[src/rtl/labs_energy_seq.sv]
// rtl/labs_energy_seq.sv - C_k correlator driver that accumulates sequence energy E = sum C_k^2
//
// Purpose:
//   Accepts one candidate binary sequence, issues one shifted operand pair per
//   cycle (k = 1..SEQ_WIDTH-1) to a pipelined C_k correlator, squares and
//   accumulates the returned C_k values, and hands the energy to the consumer.
//
// Ports:
//   clk, rst          clock; synchronous active-high reset
//   in_valid/in_ready sequence handshake; in_seq bit=1 means +1, bit=0 means -1
//   ck_a/ck_b/ck_m    registered correlator operands and lane mask for shift k
//   ck_z              signed C_k from the correlator, CK_LATENCY cycles later
//   out_valid/ready   energy result handshake
//   out_energy        accumulated energy, saturating at 2^E_WIDTH-1
//   out_ovf           accumulator saturated (sticky until the next accept)
//   busy              high in every state except IDLE
`timescale 1ns/1ps

module labs_energy_seq #(
  parameter int SEQ_WIDTH  = 40,
  parameter int CK_LATENCY = 2,
  parameter int E_WIDTH    = 16
) (
  input  logic                 clk,
  input  logic                 rst,
  input  logic                 in_valid,
  output logic                 in_ready,
  input  logic [SEQ_WIDTH-1:0] in_seq,
  output logic [SEQ_WIDTH-1:0] ck_a,
  output logic [SEQ_WIDTH-1:0] ck_b,
  output logic [SEQ_WIDTH-1:0] ck_m,
  input  logic [7:0]           ck_z,
  output logic                 out_valid,
  input  logic                 out_ready,
  output logic [E_WIDTH-1:0]   out_energy,
  output logic                 out_ovf,
  output logic                 busy
);

  localparam int KW = (SEQ_WIDTH > 2) ? $clog2(SEQ_WIDTH) : 1;
  // Sum width must hold both the E_WIDTH+1 accumulator and a full 16384 square.
  localparam int SW = (E_WIDTH + 1 > 16) ? E_WIDTH + 1 : 16;

  localparam logic [KW-1:0]         K_FIRST = KW'(1);
  localparam logic [KW-1:0]         K_LAST  = KW'(SEQ_WIDTH - 1);
  localparam logic [SEQ_WIDTH-1:0]  ONES    = '1;
  localparam logic [SW-1:0]         E_MAX   = {{(SW-E_WIDTH){1'b0}}, {E_WIDTH{1'b1}}};
  // Tag vector value when only the final issued tag remains, at the output stage.
  localparam logic [CK_LATENCY-1:0] TAG_TOP = CK_LATENCY'(1) << (CK_LATENCY - 1);

  typedef enum logic [1:0] {
    S_IDLE,
    S_ISSUE,
    S_DRAIN,
    S_DONE
  } state_t;

  state_t                 r_state;
  state_t                 w_next;

  logic [SEQ_WIDTH-1:0]   r_seq;
  logic [KW-1:0]          r_k;
  logic [SEQ_WIDTH-1:0]   r_ck_a;
  logic [SEQ_WIDTH-1:0]   r_ck_b;
  logic [SEQ_WIDTH-1:0]   r_ck_m;
  logic [CK_LATENCY-1:0]  r_tag;
  logic [E_WIDTH-1:0]     r_acc;
  logic                   r_ovf;

  logic                   w_issue;
  logic                   w_tag_out;
  logic                   w_accept;
  logic [KW-1:0]          w_k_next;
  logic signed [15:0]     w_prod;
  logic [15:0]            w_sq;
  logic [SW-1:0]          w_sum;
  logic                   w_sat;

  // ---------------------------------------------------------------- FSM
  always_ff @(posedge clk) begin
    if (rst) begin
      r_state <= S_IDLE;
    end else begin
      r_state <= w_next;
    end
  end

  always_comb begin
    w_next    = r_state;
    in_ready  = 1'b0;
    out_valid = 1'b0;
    busy      = 1'b1;
    w_issue   = 1'b0;
    case (r_state)
      S_IDLE: begin
        in_ready = 1'b1;
        busy     = 1'b0;
        if (in_valid) begin
          w_next = S_ISSUE;
        end
      end
      S_ISSUE: begin
        w_issue = 1'b1;
        if (r_k == K_LAST) begin
          w_next = S_DRAIN;
        end
      end
      S_DRAIN: begin
        // No new tags enter while draining, so the pipe holding only the
        // top bit means the last result is being accumulated this cycle.
        if (r_tag == TAG_TOP) begin
          w_next = S_DONE;
        end
      end
      S_DONE: begin
        out_valid = 1'b1;
        if (out_ready) begin
          w_next = S_IDLE;
        end
      end
      default: w_next = S_IDLE;
    endcase
  end

  // ---------------------------------------------------------- datapath
  assign w_accept  = (r_state == S_IDLE) && in_valid;
  assign w_tag_out = r_tag[CK_LATENCY-1];
  assign w_k_next  = r_k + K_FIRST;

  // Squared in 16 bits so that -128 * -128 = 16384 stays positive.
  assign w_prod = $signed(ck_z) * $signed(ck_z);
  assign w_sq   = w_prod;
  assign w_sum  = SW'(r_acc) + SW'(w_sq);
  assign w_sat  = (w_sum > E_MAX);

  always_ff @(posedge clk) begin
    if (rst) begin
      r_seq  <= '0;
      r_k    <= '0;
      r_ck_a <= '0;
      r_ck_b <= '0;
      r_ck_m <= '0;
      r_tag  <= '0;
      r_acc  <= '0;
      r_ovf  <= 1'b0;
    end else begin
      // A tag travels alongside each issued operand pair; it reaches the top
      // stage in the cycle the matching ck_z is presented.
      r_tag <= (r_tag << 1) | CK_LATENCY'(w_issue);

      if (w_tag_out) begin
        if (w_sat) begin
          r_acc <= E_MAX[E_WIDTH-1:0];
          r_ovf <= 1'b1;
        end else begin
          r_acc <= w_sum[E_WIDTH-1:0];
        end
      end

      case (r_state)
        S_IDLE: begin
          if (w_accept) begin
            r_seq  <= in_seq;
            r_k    <= K_FIRST;
            r_ck_a <= in_seq;
            r_ck_b <= in_seq >> 1;
            r_ck_m <= ONES >> 1;
            r_acc  <= '0;
            r_ovf  <= 1'b0;
          end
        end
        S_ISSUE: begin
          if (r_k == K_LAST) begin
            r_ck_a <= '0;
            r_ck_b <= '0;
            r_ck_m <= '0;
          end else begin
            r_k    <= w_k_next;
            r_ck_a <= r_seq;
            r_ck_b <= r_seq >> w_k_next;
            r_ck_m <= ONES >> w_k_next;
          end
        end
        default: begin
        end
      endcase
    end
  end

  assign ck_a       = r_ck_a;
  assign ck_b       = r_ck_b;
  assign ck_m       = r_ck_m;
  assign out_energy = r_acc;
  assign out_ovf    = r_ovf;

endmodule

[config.mk]
export PLATFORM = sky130hd
export DESIGN_NAME = labs_energy_seq
export DESIGN_NICKNAME = d
export VERILOG_FILES = /design/src/rtl/labs_energy_seq.sv
export SDC_FILE = /design/constraint.sdc
export NUM_CORES = 1
export LEC_CHECK = 0
export BUFFER_PORTS_ARGS = -buffer_cell sky130_fd_sc_hd__clkbuf_2
export CORE_MARGIN = 5
export CORE_UTILIZATION = 50
export CTS_BUF_LIST = sky130_fd_sc_hd__clkbuf_8
export CTS_CLUSTER_DIAMETER = 80
export DETAILED_ROUTE_END_ITERATION = 12
export PLACE_DENSITY = 0.77
export SKIP_CTS_REPAIR_TIMING = 1
export SYNTH_ARGS = -nofsm -noshare
export SYNTH_HDL_FRONTEND = slang
export SYNTH_SLANG_ARGS = --single-unit
[constraint.sdc]
create_clock -name clk -period 7.9 [get_ports clk]
set_input_delay 0.79 -clock clk [delete_from_list [all_inputs] [get_ports clk]]
set_output_delay 0.79 -clock clk [all_outputs]
set_load 0.02 [all_outputs]
==> results of run 1 <==
-- path summary, 6_finish.rpt --
path / cells past startpoint / slack, ps / to / from
hold / removal: 2 / 460 / ck_m[26] / ck_m[26]
hold reg to reg: 2 / 460 / ck_m[26] / ck_m[26]
setup reg to reg: 11 / 3330 / ck_b[15] / r_k[0]
setup / recovery: 25 / 1660 / out_energy[2] / ck_z[3]
-- state kept, by name (all words and copies together) (netlist names) --
name,cells
ck_a,40
ck_b,40
ck_m,40
out_energy,16
out_ovf,1
r_k,6
r_seq,40
r_state,2
r_tag,2
-- per-layer routing --
layer	share of wire [%]	up-vias
met5	0	-
met4	1.9	0
met3	9.5	51
met2	47	581
met1	42	5884
li1	-	5667
-- cell usage in the layout, fill, tap and decap left out, types with 7 or more instances in the layout --
master                     instances
sky130_fd_sc_hd__a21oi_1         160
sky130_fd_sc_hd__o211ai_1          9
sky130_fd_sc_hd__nor3_1           65
sky130_fd_sc_hd__mux4_2           27
sky130_fd_sc_hd__and2_1           15
sky130_fd_sc_hd__nor4_1            8
sky130_fd_sc_hd__xor2_1            7
sky130_fd_sc_hd__mux2_2           51
sky130_fd_sc_hd__inv_1            88
sky130_fd_sc_hd__a221oi_1         10
sky130_fd_sc_hd__nand3_1          20
sky130_fd_sc_hd__clkbuf_2        190
sky130_fd_sc_hd__dfxtp_1         186
sky130_fd_sc_hd__ha_1             48
sky130_fd_sc_hd__nor2_1          161
sky130_fd_sc_hd__a21o_1           34
sky130_fd_sc_hd__nor2b_1          10
sky130_fd_sc_hd__a311oi_1         12
sky130_fd_sc_hd__clkbuf_8         17
sky130_fd_sc_hd__a211oi_1         23
sky130_fd_sc_hd__a22oi_1           7
sky130_fd_sc_hd__mux2i_1          60
sky130_fd_sc_hd__xnor2_1          24
sky130_fd_sc_hd__fa_1             43
sky130_fd_sc_hd__nand2_1         177
sky130_fd_sc_hd__buf_4            13
sky130_fd_sc_hd__o21ai_0          53
sky130_fd_sc_hd__nand4_1           8
sky130_fd_sc_hd__or3_1             8
sky130_fd_sc_hd__a31oi_1          10
-- kinds of logic (layout without fill, tap and decap cells) --
group           after synthesis  after routing  synth area share, %
compound gates              395            395                19.65
simple gates                491            491                16.65
fa+ha+maj                    93             93                11.58
mux                         138            138                13.90
flops                       187            187                29.18
xor+xnor                     35             35                2.594
buf+inv                     198            324                6.455
-- final cells by class --
cell class | instances | area, um2
clock buffers | 17 | 234.0
multi-input cells | 1152 | 8313
inverters | 89 | 334.1
fillers | 2355 | 10970
well taps | 330 | 412.9
repair buffers | 203 | 1049
flip-flops and latches | 187 | 3745
clock inverters | 15 | 196.4
-- worst max-delay path, stage by stage --
cell                       delay [ps]
sky130_fd_sc_hd__clkbuf_2         160
sky130_fd_sc_hd__inv_1            120
sky130_fd_sc_hd__nor2_1           220
sky130_fd_sc_hd__inv_1             90
sky130_fd_sc_hd__fa_1             500
sky130_fd_sc_hd__inv_1             50
sky130_fd_sc_hd__fa_1             500
sky130_fd_sc_hd__fa_1             550
sky130_fd_sc_hd__inv_1             60
sky130_fd_sc_hd__fa_1             530
sky130_fd_sc_hd__inv_1             40
sky130_fd_sc_hd__ha_1             220
sky130_fd_sc_hd__a21oi_1          180
sky130_fd_sc_hd__nand2_1           90
sky130_fd_sc_hd__o211ai_1         250
sky130_fd_sc_hd__nand2b_1          90
sky130_fd_sc_hd__a211oi_1         240
sky130_fd_sc_hd__nor2_1            70
sky130_fd_sc_hd__ha_1             370
sky130_fd_sc_hd__a21oi_1          230
sky130_fd_sc_hd__o21bai_1          80
sky130_fd_sc_hd__a21oi_1          180
sky130_fd_sc_hd__o21a_1           190
sky130_fd_sc_hd__and2_0           660
sky130_fd_sc_hd__a21oi_1          150
-- per-stage QoR --
step	power [W]	util, %	worst slack (ps)
after floorplan	0.003849	-	1874
after global placement	0.004673	54.86	1406
after detailed placement	0.004753	54.86	1176
after CTS	0.005446	56.56	1694
after global routing	0.005864	56.56	1140
final	0.005456	56.56	1658
-- synthesized netlist by cell type (12+ instances only) --
cell	instances
sky130_fd_sc_hd__nor2_1	161
sky130_fd_sc_hd__a21oi_1	161
sky130_fd_sc_hd__o21ai_0	54
sky130_fd_sc_hd__nor3_1	65
sky130_fd_sc_hd__dfxtp_1	187
sky130_fd_sc_hd__buf_1	15
sky130_fd_sc_hd__a211oi_1	23
sky130_fd_sc_hd__fa_1	43
sky130_fd_sc_hd__mux4_2	27
sky130_fd_sc_hd__nand2_1	177
sky130_fd_sc_hd__clkbuf_1	61
sky130_fd_sc_hd__and2_1	15
sky130_fd_sc_hd__buf_2	20
sky130_fd_sc_hd__a21o_1	34
sky130_fd_sc_hd__nand3_1	20
sky130_fd_sc_hd__xnor2_1	25
sky130_fd_sc_hd__mux2_2	51
sky130_fd_sc_hd__ha_1	50
sky130_fd_sc_hd__inv_1	88
sky130_fd_sc_hd__mux2i_1	60
sky130_fd_sc_hd__a311oi_1	12
-- power groups by stage --
stage | Sequential [W] | Combinational, W | Clock (W)
CTS | 0.00145 | 0.00331 | 0.000692
floorplan | 0.00167 | 0.00218 | 0
detailed placement | 0.00147 | 0.00329 | 0
finish | 0.00145 | 0.00332 | 0.000682
global placement | 0.00146 | 0.00321 | 0
global route | 0.00148 | 0.00365 | 0.000734
==> results.txt, run 1 <==
* Most Crowded Layer GR: met2
- Pin count of the biggest net entering global routing: just over 90
* HPWL after detailed placement: between 20000 and 30000 um
* Number of distinct library cells after synthesis: 72
* Starting utilization of the core area: between 50 and 60%
- The die is ~170 um tall.
- around 190 I/O pins were placed.
* DRC violations left: 0
- The synthesized design contains between 150 and 200 register bits.
- Setup repair after global routing left no endpoint under its margin.
- Biggest area contributors in the synthesized netlist: sky130_fd_sc_hd__dfxtp_1, sky130_fd_sc_hd__fa_1, sky130_fd_sc_hd__a21oi_1, sky130_fd_sc_hd__nand2_1, sky130_fd_sc_hd__ha_1
- Port buffering added between 150 and 200 buffers.
* Synth Cell Area: 12830 um2
- The number of antenna violations at the first check in global routing is 0.
- Final number of hold-violating endpoints: 0
- Global routing used about 39% of the available met1 tracks.
* Routed vias/inst: a little over 6
- Drt first-iter violations: about 1400
* Setup Viol. Count Final: 0
- In this run the power density over the cells is roughly 380 nW/um2.
- Number of synthesis warnings: 0
- The total area inside the core boundary comes to ~25000 um2.
- Non-filler cells, final: ~2000
- In this run the worst path has a maximum fanout of 14.
- Post-synthesis cell count: about 1500
* Residual overflow from global routing: 0
- Cells with a size suffix above 1 make up about a fifth of the layout.
- Summing all placed instances gives a cell area of about 14000 um2.
- Data on the critical path is required at its endpoint by slightly above 8000 ps.
- TritonCTS built the clock tree.
- The first TritonRoute pass finished after 5 iterations.
* Worst max-slew margin expressed relative to the limit: 17.17%
- CTS placed an instance of sky130_fd_sc_hd__clkbuf_8 at the clock tree root.
* Internal power: about 0.0027 W
- The net count of the finished layout is around 1800.
* Maximum clock skew at final layout: 25.44 ps
- The worst setup path is of the input pin to flip-flop kind.
- Final antenna-violating net count: 0
- STA classifies the critical path startpoint as an input pin.
* Later-pin clock latency in the skew report: ~500 ps
- Final cycle utilization of the critical path: roughly four fifths
- Count of antenna diodes in the layout: 0
- Final TNS setup: 0 ps
- The clock period could shrink to 6242 ps.
- Die span in x: around 170 um
- Worst hold-check path type: flip-flop to flip-flop
* Fin area: approximately 14000 um2
- Including well taps, the total number of placed cells is 1961.
- Bufs on Longest Clock Path: 2
- Cell taking the most area after synthesis: sky130_fd_sc_hd__dfxtp_1
* Sw power: 0.002768 W
* Share of flip-flops with an asynchronous set or reset after synthesis: 0%
- Die footprint: around 29000 um2
- The via count of the first global-routing pass came to roughly 11000.
- Final Hold Slack: roughly 460 ps
* Worst Tran Pin Value: 1238 ps
- Relative to the synthesized area, the layout overhead comes to 11.32%.
- Count of max-cap constraint violations: 0
* Clock-pin slew on the worst setup and hold paths: approximately 120 ps
- Among all flip-flop cells after synthesis, the most frequent one is sky130_fd_sc_hd__dfxtp_1.
- Total Routing Usage GR: 27.05%
- Clock tree synthesis found a total of approximately 190 sinks.
* Part of the power in registers: between 20% and 30%
- Combinational logic is responsible for between 60% and 70% of the overall power.
- Mapped Nets: roughly 1700
- The initialized floorplan defines 58 standard-cell rows.
* Leakage power of the design: approximately 6.4 nW
- After detailed routing, the average wire length per cell comes to between 15 and 20 um.
* Met2 Usage GRT: a little over two fifths
- Switching share of power: about half
- Sequential share of the synthesized area: ~30%
- Number of enable flip-flop cells after synthesis: 0
* Share of the synthesized area in the top cell type: between 20% and 30%
- The average instance in the mapped netlist occupies 8.348 um2.
* Final WL: 39790 um
- Detailed routing inserted a total of 12183 vias.
- Crit end category: flip-flop
- The count of pins over their slew limit came to 0.
- Routability-driven placement finished with a final weighted congestion of around 0.93.
* Peak VDD IR: about 0.21 mV
- TritonCTS Buffers: 17
- Global-route wire length before repair: about 63000 um
- Met3 demand-to-capacity share in global routing: ~5.4%
* Run status: completed
* Maximum clock frequency: about 160 MHz
* Htree depth: 4
* Clk network pwr share: 12.5%
* Worst Path Arrival: 6570 ps
No activity file was read; power rests on OpenSTA's default activity.
==> inputs of run 2 (changes only) <==
--- a/config.mk
+++ b/config.mk
@@ -5,13 +5,14 @@
 export SDC_FILE = /design/constraint.sdc
 export NUM_CORES = 1
 export LEC_CHECK = 0
+export ABC_AREA = 1
 export BUFFER_PORTS_ARGS = -buffer_cell sky130_fd_sc_hd__clkbuf_2
 export CORE_MARGIN = 5
 export CORE_UTILIZATION = 50
 export CTS_BUF_LIST = sky130_fd_sc_hd__clkbuf_8
 export CTS_CLUSTER_DIAMETER = 80
 export DETAILED_ROUTE_END_ITERATION = 12
-export PLACE_DENSITY = 0.77
+export PLACE_DENSITY = 0.78
 export SKIP_CTS_REPAIR_TIMING = 1
 export SYNTH_ARGS = -nofsm -noshare
 export SYNTH_HDL_FRONTEND = slang
==> constraint.sdc (replaced) <==
create_clock -name clk -period 5.9 [get_ports clk]
set_input_delay 0.59 -clock clk [delete_from_list [all_inputs] [get_ports clk]]
set_output_delay 0.59 -clock clk [all_outputs]
set_load 0.02 [all_outputs]
==> run 2 against run 1 <==
Net effect:
- first-iteration DRC count down 6.3%
- routed wire length down 8.3%
- final cell count up 15%
- largest power group unchanged
- clock skew down 9.3 ps
- die area down 3.5%
- area after synthesis down 3.7%
- clock-buffer cell count up 1
- non-clock buffer count up 1
- register-to-register slack worse by 870 ps
- core utilization about the same
==> results.txt, run 2 <==
- Run status: completed (unchanged).
- Max stage delay cell, worst path: sky130_fd_sc_hd__fa_1 (was sky130_fd_sc_hd__and2_0)
* Nets: 2108 (was 1795)
* Final number of hold-violating endpoints: 0 (unchanged)
* Bufs on Longest Clock Path: 2 (unchanged)
- The number of iterations in the first detailed-routing pass is 6 (was 5).
- The total power divided by cell area came to 601.6 nW/um2 (was 382.0 nW/um2).
- Number of synthesized register bits: 187 (unchanged)
- Routed vias/inst: 5.537 (was 6.113)
- Ranking of synthesized cells by instance count: sky130_fd_sc_hd__nand2_1, sky130_fd_sc_hd__nand3_1, sky130_fd_sc_hd__a21oi_1 (was sky130_fd_sc_hd__dfxtp_1, sky130_fd_sc_hd__nand2_1, sky130_fd_sc_hd__a21oi_1, sky130_fd_sc_hd__nor2_1, sky130_fd_sc_hd__inv_1)
* Final TNS setup: 0 ps (unchanged)
- Clock tree root buffer cell: sky130_fd_sc_hd__clkbuf_8 (unchanged)
* Worst hold-check path type: input pin to flip-flop (was flip-flop to flip-flop)
- The floorplan row count is 57 (was 58).
- Worst Tran Pin Value: 1230 ps (was 1238 ps)
- Place WS: 40.33 ps (was 1176 ps)
- The final design area excluding fillers came to 13740 um2 (was 14280 um2).
- The switching part of the total is 54.38% (was 50.73%).
* Layout area overhead: 11.20% (was 11.32%)
- Sequential share of the synthesized area: 30.29% (was 29.18%)
* Max Transition Viols Final: 0 (unchanged)
* Launching element of the worst setup path: ck_z[7] (was ck_z[3])
- The CTS buffer count came to 17 (unchanged).
* Global-route wire length before repair: 60380 um (was 63110 um)
- The source-to-sink clock delay at the later pin of the worst-skew pair was 480 ps (was 500 ps).
* Clk network pwr share: 10.7% (was 12.5%)
- The number of enable-type register cells in the synthesized netlist came to 0 (unchanged).
- Critical R2R Launch: r_k[0] (unchanged)
- Leakage power of the design: 6.750 nW (was 6.418 nW)
- Maximum clock skew at final layout: 16.17 ps (was 25.44 ps)
- The number of design rule violations left after detail routing came to 0 (unchanged).
* Cell seen most often among critical-path stages: sky130_fd_sc_hd__nand2_1 (was sky130_fd_sc_hd__inv_1)
- # clock sinks: 187 (unchanged)
- The post-detailed-route count of antenna-violating nets came to 0 (unchanged).
- RSZ-0062 raised after global routing: no (unchanged).
* Clock-pin slew on the worst setup and hold paths: 110 ps (was 120 ps)
- The via count came to 12741 (was 12183).
- Worst Path Arrival: 5800 ps (was 6570 ps)
* Share of flip-flops with an asynchronous set or reset after synthesis: 0% (unchanged)
- Share of the synthesized area in the top cell type: 30.29% (was 29.18%)
* Part of the power in registers: 24.9% (was 26.6%)
* Starting utilization of the core area: 50.83% (was 50.81%)
- Non-filler cells, final: 2301 (was 1993)
- Biggest area contributors in the synthesized netlist: sky130_fd_sc_hd__dfxtp_1, sky130_fd_sc_hd__nand2_1, sky130_fd_sc_hd__nand3_1, sky130_fd_sc_hd__a21oi_1, sky130_fd_sc_hd__fa_1 (was sky130_fd_sc_hd__dfxtp_1, sky130_fd_sc_hd__fa_1, sky130_fd_sc_hd__a21oi_1, sky130_fd_sc_hd__nand2_1, sky130_fd_sc_hd__ha_1)
- Residual overflow from global routing: 0 (unchanged)
* Peak VDD IR: 0.2800 mV (was 0.2135 mV)
- The synthesis warning total is 0 (unchanged).
- Largest incremental delay on the critical path: 540 ps (was 660 ps)
- The number of failing setup endpoints in the final timing report is 0 (unchanged).
- The sort of element at the end of the critical path is a flip-flop (unchanged).
- The cell count after synthesis was 1848 (was 1537).
- Static timing analysis puts the maximum clock frequency at approximately 180 MHz.
- Combinational group share of total power: 64.4% (was 60.9%)
- Most frequent cells in the layout: sky130_fd_sc_hd__nand2_1, sky130_fd_sc_hd__nand3_1, sky130_fd_sc_hd__a21oi_1, sky130_fd_sc_hd__clkbuf_2, sky130_fd_sc_hd__dfxtp_1 (was sky130_fd_sc_hd__clkbuf_2, sky130_fd_sc_hd__dfxtp_1, sky130_fd_sc_hd__nand2_1, sky130_fd_sc_hd__nor2_1, sky130_fd_sc_hd__a21oi_1)
* Total power after layout: 0.008268 W (was 0.005456 W)
* Top_reg_cell synth: sky130_fd_sc_hd__dfxtp_1 (unchanged)
- Die footprint: 27970 um2 (was 28970 um2)
- Top fanout value on the critical path: 11 (was 14)
- The setup slack of the critical path after layout came to 489.1 ps (was 1658 ps).
- Worst max-slew margin expressed relative to the limit: 18.03% (was 17.17%)
- The post-synthesis cell type count came to 39 (was 72).
- Critical path class: input pin to flip-flop (unchanged)
- The via count of the first global-routing pass is 12030 (was 11301).
* Pin count of the biggest net entering global routing: 93 (unchanged)
- Cell Area, Placed: 13340 um2 (was 13850 um2)
* HPWL after detailed placement: 26980 um (was 28940 um)
- Htree depth: 4 (unchanged)
- The net switching power figure is 0.004496 W (was 0.002768 W).
- Most common cell in the synthesized netlist: sky130_fd_sc_hd__nand2_1 (was sky130_fd_sc_hd__dfxtp_1)
* Final cycle utilization of the critical path: a little over 90%
- Vertical extent of the die: 167.2 um (was 170.2 um)
- The most frequent standard cell in the layout excluding fill and tap cells is sky130_fd_sc_hd__nand2_1 (was sky130_fd_sc_hd__clkbuf_2).
* Total Routing Usage GR: 25.55% (was 27.05%)
- The final wirelength was 36470 um (was 39790 um).
- Startpoint types: input pin (unchanged)
- The fraction of final layout cells sized beyond drive strength 1 came to 13.97% (was 20.14%).
- The total placed cells including tap cells is 2268 (was 1961).
- Count of input and output buffers: 191 (unchanged)
- The number of top-level pins came to 192 (unchanged).
* Clock period minus final worst setup slack: between 5000 and 6000 ps
- Number of antenna violations at the first check in global routing: 1 (was 0)
- Count of max-cap constraint violations: 0 (unchanged)
- Internal power: 0.003772 W (was 0.002688 W)
- Post-synthesis average cell area: 6.689 um2 (was 8.348 um2)
- Final weighted congestion in routability-driven placement: 0.9709 (was 0.9308)
- Data required time of the worst path: 6280 ps (was 8230 ps)
* Cell taking the most area after synthesis: sky130_fd_sc_hd__dfxtp_1 (unchanged)
- Synth Cell Area: 12360 um2 (was 12830 um2)
* Mapped Nets: 1993 (was 1682)
- The chip width was 167.2 um (was 170.2 um).
- The area of the core was 24320 um2 (was 25250 um2).
* Wirelength per Cell: 15.85 um (was 19.96 um)
- The count of routing violations after the opening detailed-route iteration was 1294 (was 1381).
- TritonCTS clock tree: built (unchanged)
- Hold Path Origin: in_seq[35] (was ck_m[26])
==> run 2: cell count changes after synthesis, moves of 44 or more <==
cell | previous run | this run
sky130_fd_sc_hd__nand3_1 | 20 | 225
sky130_fd_sc_hd__inv_1 | 88 | 163
sky130_fd_sc_hd__nor3_1 | 65 | 6
sky130_fd_sc_hd__mux2i_1 | 60 | 0
sky130_fd_sc_hd__mux2_2 | 51 | 0
sky130_fd_sc_hd__a21oi_1 | 161 | 205
sky130_fd_sc_hd__o21ai_0 | 54 | 155
sky130_fd_sc_hd__nand2_1 | 177 | 436
==> run 2: worst max-delay path: cells and delay by family <==
| kind | cells | cell delay, ps |
|---|---|---|
| AO/OA/AOI/OAI | 7 | 1150 |
| adder cells (fa/ha/maj) | 6 | 2800 |
| buffers and inverters | 6 | 670 |
| AND/OR/NAND/NOR | 7 | 590 |
==> run 2: layer usage <==
metal / track usage, % / routed length [um] / up-vias / part of all wire [%]
li1: - / - / 6297 / -
met1: 34.95 / 16270 / 5925 / 45
met2: 41.99 / 16910 / 466 / 46
met3: 4.361 / 2475 / 53 / 6.8
met4: 7.092 / 810 / 0 / 2.2
met5: 0 / 0 / - / 0
==> run 2: kinds of logic after synthesis <==
group                    synth area share [%]
adder cells (fa/ha/maj)                 12.03
AND/OR/NAND/NOR                         29.51
flip-flops                              30.29
buffers and inverters                   9.303
XOR/XNOR                                1.913
AO/OA/AOI/OAI                           16.97
==> run 2: power by group through the flow <==
stage                     clock (W)  combinational (W)  sequential (W)
after floorplan                   0            0.00354         0.00247
after global placement            0            0.00523         0.00207
after detailed placement          0            0.00528         0.00207
after CTS                  0.000902            0.00531         0.00205
after global routing       0.000957            0.00597         0.00211
final                      0.000888            0.00533         0.00205
==> run 2: final timing paths <==
kind	to	slack (ps)	depth (start not counted)
max	out_energy[3]	490	26
min	r_seq[35]	370	3
max reg2reg	ck_b[15]	2460	12
min reg2reg	r_tag[1]	440	2
==> run 2: stage by stage <==
| step | hold WS, ps | utilization, % |
|---|---|---|
| 2_1_floorplan | 409.6 | - |
| 3_3_place_gp | 418.9 | 54.85 |
| 3_5_place_dp | 431.2 | 54.85 |
| 4_1_cts | 343.0 | 56.51 |
| 5_1_grt | 371.8 | 56.52 |
| 6_report | 372.2 | 56.52 |
==> run 2: layout make-up <==
| cell class | instances | area [um2] |
|---|---|---|
| Antenna cell | 1 | 2.502 |
| Inverter | 176 | 663.1 |
| Sequential cell | 187 | 3744 |
| Fill cell | 2390 | 10580 |
| Tap cell | 324 | 405.4 |
| Multi-Input combinational cell | 1377 | 7475 |
| Clock buffer | 18 | 247.7 |
| Clock inverter | 14 | 153.9 |
| Timing Repair Buffer | 204 | 1054 |
